===== config.mk =====
export PLATFORM = sky130hd
export DESIGN_NAME = bp_me_cfg_cmd_arbiter
export DESIGN_NICKNAME = d
export VERILOG_FILES = /design/src/rtl/bp_me_cfg_cmd_arbiter_pkg.sv /design/src/rtl/bp_me_cfg_cmd_arbiter_id_fifo.sv /design/src/rtl/bp_me_cfg_cmd_arbiter.sv
export SDC_FILE = /design/constraint.sdc
export NUM_CORES = 1
export LEC_CHECK = 0
export CAP_MARGIN = 10
export CORE_AREA = 2 2 131 133
export CTS_CLUSTER_DIAMETER = 30
export DETAILED_ROUTE_END_ITERATION = 8
export DIE_AREA = 0 0 133 135
export GPL_TIMING_DRIVEN = 0
export PLACE_DENSITY_LB_ADDON = 0.1
export SLEW_MARGIN = 40
export SYNTH_ARGS = -nofsm -noshare
export SYNTH_HDL_FRONTEND = slang
export SYNTH_HIERARCHICAL = 1
export SYNTH_SLANG_ARGS = --single-unit

===== constraint.sdc =====
create_clock -name clk_i -period 3.2 [get_ports clk_i]
set_input_delay 0.8 -clock clk_i [delete_from_list [all_inputs] [get_ports clk_i]]
set_output_delay 0.8 -clock clk_i [all_outputs]
set_load 0.005 [all_outputs]

===== src/rtl/bp_me_cfg_cmd_arbiter_pkg.sv =====
// Shared defaults and width helpers for the cfg command arbiter.
// The processor-config defaults stand in for the values bp_params_p would supply.
package bp_me_cfg_cmd_arbiter_pkg;

  localparam int cfg_msg_width_gp   = 64;
  localparam int cfg_max_credits_gp = 4;

  // Index width that never collapses to zero bits.
  function automatic int safe_clog2(input int n);
    return (n <= 1) ? 1 : $clog2(n);
  endfunction

  // Bits needed to hold the value n itself (a counter that reaches n).
  function automatic int width_of(input int n);
    return (n <= 0) ? 1 : $clog2(n + 1);
  endfunction

endpackage


===== src/rtl/bp_me_cfg_cmd_arbiter_id_fifo.sv =====
// Small FIFO of requester ids. Each entry is the owner of one issued command,
// and the head entry is the owner of the next response.
module bp_me_cfg_cmd_arbiter_id_fifo
  import bp_me_cfg_cmd_arbiter_pkg::*;
#(
  parameter int els_p   = 2,
  parameter int width_p = 1
) (
  input  logic               clk_i,
  input  logic               reset_i,
  input  logic               v_i,
  input  logic [width_p-1:0] data_i,
  input  logic               yumi_i,
  output logic               v_o,
  output logic [width_p-1:0] data_o
);
  localparam int ptr_w_lp = safe_clog2(els_p);
  localparam int cnt_w_lp = width_of(els_p);

  logic [width_p-1:0]  mem_q [els_p];
  logic [width_p-1:0]  mem_d [els_p];
  logic [ptr_w_lp-1:0] rd_q, rd_d, wr_q, wr_d;
  logic [cnt_w_lp-1:0] cnt_q, cnt_d;

  function automatic logic [ptr_w_lp-1:0] inc(input logic [ptr_w_lp-1:0] p);
    return (p == ptr_w_lp'(els_p - 1)) ? '0 : p + ptr_w_lp'(1);
  endfunction

  always_comb begin
    mem_d = mem_q;
    rd_d  = rd_q;
    wr_d  = wr_q;
    cnt_d = cnt_q;
    if (v_i) begin
      mem_d[wr_q] = data_i;
      wr_d        = inc(wr_q);
    end
    if (yumi_i) rd_d = inc(rd_q);
    case ({v_i, yumi_i})
      2'b10:   cnt_d = cnt_q + cnt_w_lp'(1);
      2'b01:   cnt_d = cnt_q - cnt_w_lp'(1);
      default: ;
    endcase
  end

  always_ff @(posedge clk_i) begin
    if (reset_i) begin
      rd_q  <= '0;
      wr_q  <= '0;
      cnt_q <= '0;
    end else begin
      rd_q  <= rd_d;
      wr_q  <= wr_d;
      cnt_q <= cnt_d;
    end
    mem_q <= mem_d;
  end

  assign v_o    = (cnt_q != '0);
  assign data_o = mem_q[rd_q];

endmodule


===== src/rtl/bp_me_cfg_cmd_arbiter.sv =====
// Round-robin, credit-limited arbiter sharing one cfg io_cmd channel among num_req_p
// requesters; responses return in issue order to the requester that sent the command.
module bp_me_cfg_cmd_arbiter
  import bp_me_cfg_cmd_arbiter_pkg::*;
#(
  parameter int num_req_p     = 2,
  parameter int max_credits_p = cfg_max_credits_gp,
  parameter int msg_w_p       = cfg_msg_width_gp
) (
  input  logic                         clk_i,
  input  logic                         reset_i,
  input  logic [num_req_p*msg_w_p-1:0] cmd_i,
  input  logic [num_req_p-1:0]         cmd_v_i,
  output logic [num_req_p-1:0]         cmd_yumi_o,
  output logic [msg_w_p-1:0]           resp_o,
  output logic [num_req_p-1:0]         resp_v_o,
  input  logic [num_req_p-1:0]         resp_ready_i,
  output logic [msg_w_p-1:0]           io_cmd_o,
  output logic                         io_cmd_v_o,
  input  logic                         io_cmd_yumi_i,
  input  logic [msg_w_p-1:0]           io_resp_i,
  input  logic                         io_resp_v_i,
  output logic                         io_resp_ready_o
);
  localparam int id_w_lp  = safe_clog2(num_req_p);
  localparam int cnt_w_lp = width_of(max_credits_p);

  localparam logic state_idle   = 1'b0;
  localparam logic state_locked = 1'b1;

  logic                state_q, state_d;
  logic [id_w_lp-1:0]  grant_q, grant_d, rr_q, rr_d;
  logic [id_w_lp-1:0]  idx, win, sel, head;
  logic [cnt_w_lp-1:0] credits_q, credits_d;
  logic                found, issue, fifo_v, pop;
  logic [msg_w_p-1:0]  cmd_arr [num_req_p];

  for (genvar i = 0; i < num_req_p; i++) begin : g_req
    assign cmd_arr[i] = cmd_i[i*msg_w_p +: msg_w_p];
  end

  // First valid requester at or after the round-robin pointer.
  always_comb begin
    found = 1'b0;
    win   = '0;
    idx   = '0;
    for (int k = 0; k < num_req_p; k++) begin
      idx = id_w_lp'((int'(rr_q) + k) % num_req_p);
      if (!found && cmd_v_i[idx]) begin
        found = 1'b1;
        win   = idx;
      end
    end
  end

  // Full check uses the registered count, so a same-cycle return never enables an issue.
  always_comb begin
    sel        = (state_q == state_locked) ? grant_q : win;
    io_cmd_v_o = (state_q == state_locked) ||
                 (found && (credits_q < cnt_w_lp'(max_credits_p)));
    io_cmd_o   = io_cmd_v_o ? cmd_arr[sel] : '0;
    issue      = io_cmd_v_o && io_cmd_yumi_i;
    cmd_yumi_o = issue ? (num_req_p'(1) << sel) : '0;
    state_d    = state_q;
    grant_d    = grant_q;
    rr_d       = rr_q;
    if (issue) begin
      state_d = state_idle;
      rr_d    = (sel == id_w_lp'(num_req_p - 1)) ? '0 : sel + id_w_lp'(1);
    end else if (io_cmd_v_o && (state_q == state_idle)) begin
      state_d = state_locked;
      grant_d = sel;
    end
  end

  assign resp_o          = io_resp_i;
  assign io_resp_ready_o = fifo_v && resp_ready_i[head];
  assign resp_v_o        = (io_resp_v_i && fifo_v) ? (num_req_p'(1) << head) : '0;
  assign pop             = io_resp_v_i && io_resp_ready_o;

  always_comb begin
    credits_d = credits_q;
    case ({issue, pop})
      2'b10:   credits_d = credits_q + cnt_w_lp'(1);
      2'b01:   credits_d = credits_q - cnt_w_lp'(1);
      default: ;
    endcase
  end

  always_ff @(posedge clk_i) begin
    if (reset_i) begin
      state_q   <= state_idle;
      grant_q   <= '0;
      rr_q      <= '0;
      credits_q <= '0;
    end else begin
      state_q   <= state_d;
      grant_q   <= grant_d;
      rr_q      <= rr_d;
      credits_q <= credits_d;
    end
  end

  bp_me_cfg_cmd_arbiter_id_fifo #(
    .els_p   (max_credits_p),
    .width_p (id_w_lp)
  ) id_fifo (
    .clk_i   (clk_i),
    .reset_i (reset_i),
    .v_i     (issue),
    .data_i  (sel),
    .yumi_i  (pop),
    .v_o     (fifo_v),
    .data_o  (head)
  );

  // A response with nothing outstanding must stall rather than be routed anywhere.
  assert property (@(posedge clk_i) disable iff (reset_i)
    (io_resp_v_i && !fifo_v) |-> (!io_resp_ready_o && (resp_v_o == '0)))
    else $error("stray io response was accepted or routed");

endmodule


# Word-level counts from Yosys, hierarchy flattened
# Cells that the tools add are included.
# classes
add_sub_neg	8
magnitude_cmp	8
eq_ne	4
n_shift	2
n_mux	28
bitwise	5
reduce_logical	14
# ops
operator	n
2-to-1 mux 64 bit	4
2-to-1 mux 1 bit	15
case mux 3 bit (2 select lines)	2
logical AND 1 bit	8
2-to-1 mux 2 bit	4
adder 3 x 1 -> 3 bit, second input constant	2
equality test 2 bit, second input constant	3
greater-or-equal comparator 3 bit, second input constant	2
less-than comparator 1 x 2 -> 1 bit, second input constant	3
inverter 2 -> 3 bit	2
subtractor 3 x 1 -> 3 bit, second input constant	2
adder 2 x 1 -> 2 bit, second input constant	2
bitwise mux 4 bit	1
<< shifter 1 x 1 -> 2 bit, first input constant	2
less-than comparator 3 x 1 -> 1 bit, second input constant	1
less-than comparator 3 bit, second input constant	1
nonzero test 3 bit	1
adder 1 bit, second input constant	2
binary-select mux 1 bit (select 2 bit)	1
demux 1 bit (select 2 bit)	1
equality test 2 x 1 -> 1 bit, second input constant	1
greater-or-equal comparator 2 bit, second input constant	1
inverter 1 bit	2
inverter 1 -> 2 bit	1
5 further kinds	5
# word_totals
register_bits	17
in_bits	200
output_inout_bits	134
word_cells	80

# Depth between registers and ports, before layout
# Gate-level depths: netlist of the first run.
# logic_depth
ltp_word	12
ltp_mapped	10
mapped_depth_nobuf	10

# By module
# The synthesis of the first run kept the hierarchy.
# modules_own_cells
module	n_inst	cells_per_inst	area_per_inst_um2	seq_area_each_um2
bp_me_cfg_cmd_arbiter	1	422	3716.1	120.1
bp_me_cfg_cmd_arbiter_id_fifo	1	50	545.5	260.2

# Least setup slack after synthesis of the first run
# Ideal clock, no wire load.
# synth_timing
path_kind	in2reg
from	input cmd_v_i[1]
to	register id_fifo.cnt_q[2]
setup_ns	0.070
t_arrival_ns	2.700
required_time_ns	3.130
slack_ns	0.430
stages	10
n_path_buf	0
cell_sequence	o21ba_2 -> o21ai_1 -> inv_1 -> inv_1 -> ha_1 -> inv_1 -> fa_1 -> xor2_1 -> or3_1 -> a21oi_1
# synth_via
elab_chain_cells	11
word_cells_on_any_way	15
cone_classes	eq/ne: 2; mux: 7; reduce/logical: 6
# synth_lines
item	line	source
start: declaration	bp_me_cfg_cmd_arbiter.sv:13	input logic [num_req_p-1:0] cmd_v_i,
2-to-1 mux 1 bit (implied by the code) (2 in a row)	bp_me_cfg_cmd_arbiter.sv:49	if (!found && cmd_v_i[idx]) begin
2-to-1 mux 1 bit	bp_me_cfg_cmd_arbiter.sv:49	
logical NOT 1 bit	bp_me_cfg_cmd_arbiter.sv:49	
logical AND 1 bit	bp_me_cfg_cmd_arbiter.sv:49	
2-to-1 mux 1 bit *	bp_me_cfg_cmd_arbiter.sv:49	
logical AND 1 bit *	bp_me_cfg_cmd_arbiter.sv:60	(found && (credits_q < cnt_w_lp'(max_credits_p)));
logical OR 1 bit *	bp_me_cfg_cmd_arbiter.sv:59	io_cmd_v_o = (state_q == state_locked) ||
logical AND 1 bit *	bp_me_cfg_cmd_arbiter.sv:62	issue = io_cmd_v_o && io_cmd_yumi_i;
net issue	bp_me_cfg_cmd_arbiter.sv:35	logic found, issue, fifo_v, pop;
equality test 2 x 1 -> 1 bit / equality test 2 bit (equally long branches)	bp_me_cfg_cmd_arbiter_id_fifo.sv:39	case ({v_i, yumi_i})
case mux 3 bit (2 select lines) / nonzero test 2 bit (equally long branches)	--	
end signal: assignment	bp_me_cfg_cmd_arbiter_id_fifo.sv:54	cnt_q <= cnt_d;
end: declaration	bp_me_cfg_cmd_arbiter_id_fifo.sv:23	logic [cnt_w_lp-1:0] cnt_q, cnt_d;
# Mark *: on every way through the listed nets, which the timed path passes. The rest lies on a longest branch. The select of a mux whose other input is x is not followed.
# A chain may end at the register's enable or synchronous reset.

# Final worst setup path of the first run
# layout_timing
from	input cmd_v_i[1]
to	output cmd_yumi_o[0]
# layout_via
word_cells_on_any_way	16
cone_classes	shift: 1; mux: 10; reduce/logical: 5
# layout_rtl
item	line	source
2-to-1 mux 1 bit (implied by the code) (2 in a row)	bp_me_cfg_cmd_arbiter.sv:49	
2-to-1 mux 1 bit	bp_me_cfg_cmd_arbiter.sv:49	
logical NOT 1 bit	bp_me_cfg_cmd_arbiter.sv:49	
logical AND 1 bit	bp_me_cfg_cmd_arbiter.sv:49	
2-to-1 mux 1 bit *	bp_me_cfg_cmd_arbiter.sv:49	
2-to-1 mux 1 bit *	bp_me_cfg_cmd_arbiter.sv:58	sel = (state_q == state_locked) ? grant_q : win;
net sel	bp_me_cfg_cmd_arbiter.sv:33	logic [id_w_lp-1:0] idx, win, sel, head;
<< shifter 1 x 1 -> 2 bit *	bp_me_cfg_cmd_arbiter.sv:63	cmd_yumi_o = issue ? (num_req_p'(1) << sel) : '0;
2-to-1 mux 2 bit *	bp_me_cfg_cmd_arbiter.sv:63	
end: declaration	bp_me_cfg_cmd_arbiter.sv:14	output logic [num_req_p-1:0] cmd_yumi_o,
# Marked as above.

==> results.md, run 1 <==
Critical path:
- The type of origin of the critical path is an input port.
- The delay contributed by the slowest stage of the critical path is 0.50 ns.
- The cell with the largest stage delay on the worst path is sky130_fd_sc_hd__clkdlybuf4s50_1.
- The end of the worst register-to-register path is id_fifo/cnt_q[2].
- The arrival time at the worst endpoint is 2.29 ns.
- The signal on the critical path passes through dlygate4sd2_1, nor2b_4, buf_12, buf_16, a21o_4, nor2_1, clkdlybuf4s50_1.
- The startpoint identified for the worst register-to-register timing path is id_fifo/rd_q[0].
- For the worst flop-to-flop path, the logic depth is 10.
- Broken down by cell family, the worst path's largest delay share belongs to buffers and inverters.
- The maximum fanout along the worst path is 6.
- At the worst endpoint, the required time is 2.40 ns.
- The worst setup path is captured at a primary output.
- The number of buffers and inverters on the critical path is 4.
- The type of the worst setup path is input port to primary output.
- The worst register-to-register path has a setup slack of 0.29 ns.

Timing:
- The hold violation count in the final report is 0.
- Setup repair after global routing left no endpoint under its margin.
- Setup violations remaining at the end of the flow were counted as 0.
- In this run the tightest slew margin relative to its limit is 0.6234.
- The number of slew-limit violations in the final report is 0.
- The clock skew is 0.0009368 ns.
- The share of the cycle needed by the critical path after routing is 0.9646.
- For this run, the top clock speed supported by timing is 324.0 MHz.
- The clock period could shrink to 3.087 ns.
- Setup slack closes at 0.1134 ns.
- For the pin with the worst max-slew slack, the measured transition is 0.5632 ns.

Run status:
- The flow ran to the end, and the final reports show no timing, DRC or antenna violations.

Drt:
- In the final routed layout, each cell accounts on average for 17.42 um.
- The length of the first detailed-routing pass in iterations is 4.
- After detailed routing, the number of remaining DRC violations is 0.
- The number of antenna-violating nets in the routed design is 0.
- Dividing the detail-routed via count by the number of cells gives 4.895.
- The routed design has 16,900 um of wire.
- For this block, the initial DRC count from the detailed router was 119.
- The via count is 4,748.

Logic synthesis:
- The synthesized netlist contains 38 unique library cells.
- The number of warnings printed during yosys synthesis is 6.
- The gate count after technology mapping is 472.
- In this run the mean area of a mapped cell was 9.029 um2.
- For this run, the register share of the synthesized area comes to 0.08925.
- In this run the cell area of the synthesized design comes to 0.004262 mm2.
- When the netlist entered floorplanning its net count stood at 681.
- The register bit total from synthesis is 17.

Layout:
- The area added between synthesis and finish is 72.70%.
- The share of final-layout standard cells stronger than drive strength 1 is 0.3440.
- The net count of the finished layout is 960.
- The core utilization of the finished layout is 0.4486.
- The number of antenna diodes in the final layout is 0.
- The count of filler cells inserted in the layout is 1,614.
- The final cell area excluding filler cells is 0.007360 mm2.

Power:
- The fraction of power consumed by the clock network is 0.138.
- The analysis attributes to cell leakage a power of 3.113 nW.
- In this run the power density over the cells is 244.5 mW/mm2.
- The power share of the sequential group is 0.149.
- The internal power is 1.152 mW.
- The combinational fraction of design power is 0.713.
- IR analysis of the VDD net gives a maximum drop of 0.2344 mV.
- Summed over all nets, the switching power comes to 0.6479 mW.
- The switching share of power is 0.3600.

Global route:
- The overall overflow remaining after global route is 0.
- The via count of the first global-routing pass was 4,792.
- The first global-routing pass estimated 25,790 um of wire.
- The total routing resource utilization after global routing is 0.1748.
- The number of antenna violations at the first check in global routing is 0.
- Entering global routing, the biggest net connects 16 pins.

Placement:
- The routability congestion estimate is 0.8460.
- After legalization and detailed placement, the total HPWL measured 13,380 um.
- The count of buffers added on input and output ports is 269.
- The placement-stage cell area is 0.007229 mm2.
- The pre-CTS setup slack is -0.5253 ns.

Worst hold path:
- The path with the worst hold slack has its endpoint at rr_q.
- The kind of path behind the tightest hold check is flop to flop.
- The worst hold path startpoint is rr_q.
- Along the worst hold path, the cell count comes to 2.

Die:
- The floorplan row count is 47.
- The initial utilization of the core area, before any placement, comes to 0.2597.
- In this run the count of I/O pins placed on the die edge is 334.
- In this run the horizontal extent of the chip is 133 um.
- The vertical die dimension is 135 um.
- The area of the placeable core is 0.01641 mm2.
- The die footprint is 0.01796 mm2.

CTS:
- The root buffer cell chosen for the clock tree is sky130_fd_sc_hd__clkbuf_16.
- In this run the number of H-tree levels came out at 1.
- TritonCTS built the clock tree.
- Hold repair after CTS inserted 0 buffers.
- The number of clock buffers inserted by TritonCTS is 3.
- At the later pin of the worst-skew pair, clock insertion delay measures 0.25 ns.
- After clock tree synthesis, the clock-pin slew on the worst setup and hold paths is 0.05 ns.
- The CTS sink count is 17.
- The maximum buffer depth of the clock tree is 2.

Job:
- Max-cap violations in this run came to 0.
kinds of logic (layout without fill, tap and decap cells):
logic type,after synthesis,count (layout),share of synthesized area
DFF,17,17,0.08926
muxes,6,6,0.01703
adders and majority gates,9,9,0.02995
buffers and inverters,131,409,0.2243
and+or+nand+nor,165,165,0.3327
AOI/OAI and AO/OA,140,140,0.2986
xor gates and xnor gates,4,4,0.008220
metal layers:
| metal | vias up | share of wire | track usage |
|---|---|---|---|
| met3 | 24 | 0.059 | 0.02140 |
| met1 | 2236 | 0.40 | 0.2157 |
| met4 | 0 | 0.019 | 0.03763 |
| met2 | 201 | 0.52 | 0.3250 |
| li1 | 2287 | - | - |
| met5 | - | 0 | 0 |
sequential cells by signal, summed over array words and instances, names as in the netlist:
| register | count |
|---|---|
| credits_q | 3 |
| grant_q | 1 |
| id_fifo/cnt_q | 3 |
| id_fifo/mem_q | 4 |
| id_fifo/rd_q | 2 |
| id_fifo/wr_q | 2 |
| rr_q | 1 |
| state_q | 1 |
cell usage after synthesis, drive strengths merged:
master,instances,area share
o22ai,64,0.094
nand2b,3,0.0062
o21ba,1,0.0023
ha,7,0.021
nor2,13,0.011
dfxtp,13,0.061
nor3,64,0.15
buf,102,0.20
and3,1,0.0015
edfxtp,4,0.028
a21oi,6,0.0070
fa,2,0.0094
a211o,1,0.0021
or2,1,0.0015
nand2,3,0.0032
nor2b,3,0.0062
and3b,64,0.13
mux2i,5,0.012
xor2,4,0.0082
or3,3,0.0044
a211oi,64,0.19
a21o,1,0.0018
inv,11,0.0097
nor3b,3,0.0053
nand3b,1,0.0018
mux4,1,0.0053
clkbuf,18,0.016
and2,6,0.0094
o21ai,3,0.0035
worst register-to-register path, cell delays in order, from the launching register on:
cell and delay [ns]:
sky130_fd_sc_hd__dfxtp_1 0.40, sky130_fd_sc_hd__mux4_2 0.57, sky130_fd_sc_hd__mux2i_1 0.14, sky130_fd_sc_hd__nor2b_1 0.14, sky130_fd_sc_hd__and2_1 0.27, sky130_fd_sc_hd__ha_1 0.23, sky130_fd_sc_hd__inv_1 0.06, sky130_fd_sc_hd__fa_1 0.38
sky130_fd_sc_hd__xor2_1 0.18, sky130_fd_sc_hd__or3_1 0.31, sky130_fd_sc_hd__a21oi_1 0.14
how the worst max path moves through the flow:
stage | start | endpoint | depth (start not counted)
after global placement | cmd_v_i[0] | io_cmd_o[19] | 7
after floorplan | cmd_v_i[1] | id_fifo/cnt_q[2] | 10
after CTS | cmd_v_i[0] | id_fifo/cnt_q[2] | 11
after detailed placement | cmd_v_i[0] | io_cmd_o[19] | 7
after global routing | cmd_v_i[0] | io_cmd_o[19] | 7
final | cmd_v_i[1] | cmd_yumi_o[0] | 7
power by group through the flow:
stage	clock [mW]	sequential, mW	combinational (mW)
after global routing	0.263	0.271	1.39
after detailed placement	0	0.272	1.35
after global placement	0	0.270	1.33
after floorplan	0	0.267	0.684
final	0.248	0.268	1.28
after CTS	0.255	0.268	1.30
placed cells by master (no fill, tap or decap), types with 2 or more instances in the layout:
cell / count
sky130_fd_sc_hd__xor2_1: 4
sky130_fd_sc_hd__o22ai_1: 64
sky130_fd_sc_hd__buf_2: 11
sky130_fd_sc_hd__edfxtp_1: 4
sky130_fd_sc_hd__inv_1: 11
sky130_fd_sc_hd__fa_1: 2
sky130_fd_sc_hd__a21oi_1: 6
sky130_fd_sc_hd__buf_12: 8
sky130_fd_sc_hd__mux2i_1: 5
sky130_fd_sc_hd__o21ai_0: 2
sky130_fd_sc_hd__nand2_1: 2
sky130_fd_sc_hd__nor2b_1: 2
sky130_fd_sc_hd__buf_4: 80
sky130_fd_sc_hd__or3_1: 3
sky130_fd_sc_hd__buf_8: 5
sky130_fd_sc_hd__clkbuf_4: 2
sky130_fd_sc_hd__a211oi_2: 64
sky130_fd_sc_hd__clkbuf_2: 4
sky130_fd_sc_hd__dfxtp_1: 13
sky130_fd_sc_hd__nor2_1: 13
sky130_fd_sc_hd__clkbuf_16: 3
sky130_fd_sc_hd__nand2b_1: 2
sky130_fd_sc_hd__and2_1: 5
sky130_fd_sc_hd__buf_6: 5
sky130_fd_sc_hd__and3b_1: 64
sky130_fd_sc_hd__nor3b_1: 3
sky130_fd_sc_hd__clkbuf_1: 11
sky130_fd_sc_hd__nor3_2: 64
sky130_fd_sc_hd__dlygate4sd2_1: 63
sky130_fd_sc_hd__ha_1: 7
sky130_fd_sc_hd__clkdlybuf4s50_1: 202
per-stage QoR:
step                      total power, mW  instances  hold slack (ns)  TNS (ns)
after floorplan                    0.9515        472           0.4472         0
after global placement              1.599        961           0.4641    -24.18
after detailed placement            1.622        961           0.4873    -26.10
after CTS                           1.823        970           0.4945         0
after global routing                1.927        970           0.5230         0
final                               1.800        970           0.4917         0
layout make-up:
cell class / instances / area (um2) / area share
plain buffers: 119 / 959.7 / 0.1304
clock buffers: 3 / 75.07 / 0.01020
clock inverters: 1 / 5.005 / 0.0006800
inverters: 11 / 41.29 / 0.005610
multi-input cells: 324 / 2937 / 0.3990
flip-flops and latches: 17 / 380.4 / 0.05168
well taps: 220 / 275.3 / 0.03740
repair buffers: 275 / 2686 / 0.3650
what timing repair did:
action	4_1_cts	5_1_grt
resized for setup	101	1
endpoints found under the setup margin	67	1
buffers inserted	5	0
pin swaps	2	0
cloned	1	0
No activity file was read; power rests on OpenSTA's default activity.
==> inputs of run 2 (changes only) <==
Clock period 3.2 ns to 3.8 ns, I/O delays scaled along.
==> results.md, run 2 (synthesis gave the netlist of run 1 again) <==
Timing:
- The hold violation count in the final report is 0 (unchanged).
- Subtracting the final worst setup slack from the clock period gives 3.645 ns.
- The worst-margin pin slew came to 0.5794 ns (+0.01621 ns).
- The upper clock frequency limit is 274.3 MHz.
- The worst max-slew margin expressed relative to the limit was 0.6125 (-0.01084).
- The total setup violations reported at the end of the flow is 0 (unchanged).
- In the finished design, the share of the clock period the worst path needs comes to 0.9593.
- The clock skew is 0.001148 ns (+0.0002109 ns).
- The sum of negative setup slack is 0 ns (unchanged).
- The number of slew-limit violations in the final report is 0 (unchanged).
- The final hold slack came to 0.4923 ns (+0.0005470 ns).
- Setup repair after global routing left no endpoint under its margin.

Global route:
- The number of antenna violations at the first check in global routing was 0 (unchanged).
- The total routing resource utilization after global routing is 0.1739 (-0.0009550).
- The global-route wire length before repair is 25,680 um (-0.43%).
- The overall overflow remaining after global route came to 0 (unchanged).
- The largest net degree at the start of global routing came to 16 (unchanged).
- The via count of the first global-routing pass is 4,771 (-0.44%).

CTS:
- The number of levels the H-tree was split into is 1 (unchanged).
- The number of buffers added to fix hold violations after cts is 0 (unchanged).
- The latest clock arrival within the worst-skew pair is 0.25 ns (about the same).
- The number of clock buffers inserted by TritonCTS was 3 (unchanged).
- The CTS clock-pin slew for the worst setup and hold paths is 0.05 ns (about the same).
- CTS placed an instance of sky130_fd_sc_hd__clkbuf_16 at the clock tree root.
- The CTS sink count was 17 (unchanged).
- The CTS tree is built.
- The maximum buffer depth of the clock tree is 2 (unchanged).

Critical path:
- The worst setup path is launched from an input port.
- The cell depth of the worst flop-to-flop path was 10 (unchanged).
- The kind of end point of the critical path is a primary output.
- In this run the critical register-to-register path is launched from id_fifo/rd_q[0].
- The maximum fanout along the worst path came to 10 (+4).
- The critical path starts at cmd_v_i[0].
- The worst path required time came to 2.85 ns (+0.45 ns).
- The type of the worst setup path is input port to primary output.
- The worst register-to-register path ends at id_fifo/cnt_q[2].
- The arrival time at the worst endpoint is 2.70 ns (+0.41 ns).
- The capturing instance or port of the critical path is io_cmd_o[15].
- The reg2reg setup slack came to 0.90 ns (+0.61 ns).

Layout:
- The count of filler cells inserted in the layout was 1,613 (-0.062%).
- The most flop-heavy register is id_fifo/mem_q.
- The core utilization of the finished layout is 0.4466 (-0.001982).
- The area added between synthesis and finish is 71.93%.
- The net count of the finished layout was 957 (-0.31%).
- The final cell area excluding filler cells is 0.007327 mm2 (-0.44%).
- In the layout the commonest cells are 232 x sky130_fd_sc_hd__clkdlybuf4s50_1, 72 x sky130_fd_sc_hd__buf_4.
- The share of final-layout standard cells stronger than drive strength 1 came to 0.3320 (-0.01201).
- The total area of multi-input combinational cells is 0.002925 mm2 (-0.38%).
- Leaving out fill and tap cells, the most frequent cell in the layout is sky130_fd_sc_hd__clkdlybuf4s50_1.
- The number of flip-flops under the largest register name is 4 (unchanged).
- The largest registers in the layout are id_fifo/mem_q (4), credits_q (3), id_fifo/cnt_q (3).
- The final cell count without fillers was 967 (-0.31%).
- The number of antenna repair diodes was 0 (unchanged).
- The sequential cell area is 380.4 um2 (unchanged).

Drt:
- The via count is 4,690 (-1.2%).
- The total wire length after detailed routing is 17,010 um (+0.66%).
- The per-cell via count in the routed design is 4.850 (-0.92%).
- The detailed router's first-iteration violation count was 141 (+18%).
- The number of DRC violations after detailed routing is 0 (unchanged).
- The length of the first detailed-routing pass in iterations is 6 (+2).
- The number of antenna-violating nets in the routed design is 0 (unchanged).
- The average detailed-routed wire length per instance is 17.59 um (+0.98%).

Placement:
- The half-perimeter wire length after detailed placement is 13,380 um (unchanged).
- The count of input and output buffers came to 269 (unchanged).
- The placement-stage cell area came to 0.007229 mm2 (unchanged).
- The routability congestion estimate is 0.8460 (unchanged).
- The cell count after placement is 961 (unchanged).

Die:
- The die width came to 133 um (unchanged).
- The area of the placeable core came to 0.01641 mm2 (unchanged).
- The floorplan row count is 47 (unchanged).
- The vertical die dimension was 135 um (unchanged).
- The die footprint came to 0.01796 mm2 (unchanged).
- The top-level I/O count is 334 (unchanged).
- The effective utilization at floorplan is 0.2597 (unchanged).

Power:
- The worst IR drop on VDD is 0.1961 mV (-16%).
- The power density of the placed cells is 209.7 mW/mm2 (-14%).
- The leakage power summed over all cells is 3.034 nW (-2.5%).

Worst hold path:
- The worst hold path begins at rr_q.
- The kind of path behind the tightest hold check is flop to flop.

Run status:
- The run finished with clean final reports.

Job:
- The max-cap violation count was 0 (unchanged).
-- run 2: changes by cell type in the layout (fill, tap and decap cells not counted), sizes merged --
cell | previous run | this run
clkdlybuf4s50 | 202 | 232
buf | 110 | 104
dlymetal6s2s | 0 | 1
dlygate4sd2 | 63 | 36
clkbuf | 20 | 21
clkdlybuf4s15 | 2 | 0
-- run 2: area by class of cell --
class	instances	share of cell area
Multi-Input combinational cell	324	0.3992
Clock buffer	3	0.01025
Tap cell	220	0.03757
Timing Repair Buffer	272	0.3671
Sequential cell	17	0.05191
Clock inverter	1	0.0006831
Buffer	119	0.1276
Inverter	11	0.005635
-- run 2: stage by stage --
stage | power, mW | setup slack [ns]
2_1_floorplan | 0.8012 | 0.8799
3_3_place_gp | 1.347 | -0.2034
3_5_place_dp | 1.366 | -0.2253
4_1_cts | 1.551 | 0.0001426
5_1_grt | 1.642 | 0.05787
6_report | 1.537 | 0.1546
-- run 2: how the worst min path moves through the flow --
| stage | endpoint | cells after the start |
|---|---|---|
| finish | rr_q | 2 |
| detailed placement | rr_q | 2 |
| global placement | id_fifo/cnt_q[2] | 2 |
| floorplan | id_fifo/cnt_q[2] | 2 |
| CTS | rr_q | 2 |
| global route | rr_q | 2 |
-- run 2: where the power goes --
| group | switching, mW | internal [mW] |
|---|---|---|
| sequential | 0.0164 | 0.209 |
| combinational | 0.463 | 0.640 |
| clock | 0.0671 | 0.141 |
| total | 0.546 | 0.990 |
-- run 2: layer usage --
metal  vias up  track usage  part of all wire
met1      2210       0.2132              0.41
li1       2275            -                 -
met4         0      0.03524             0.018
met5         -            0                 0
met2       183       0.3258              0.52
met3        22      0.02140             0.054
-- run 2: worst max-delay path: stages --
cell                              delay (ns)
sky130_fd_sc_hd__dlygate4sd2_1          0.28
sky130_fd_sc_hd__nand2b_4               0.14
sky130_fd_sc_hd__buf_6                  0.17
sky130_fd_sc_hd__buf_2                  0.31
sky130_fd_sc_hd__a211oi_2               0.13
sky130_fd_sc_hd__nor3_2                 0.18
sky130_fd_sc_hd__clkdlybuf4s50_1        0.53
-- run 2: repair_timing --
action / in CTS / in global routing
gates cloned: 0 / 1
pin swaps: 1 / 0
endpoints found under the setup margin: 65 / 30
buffers inserted: 2 / 0
gates resized for setup: 46 / 3
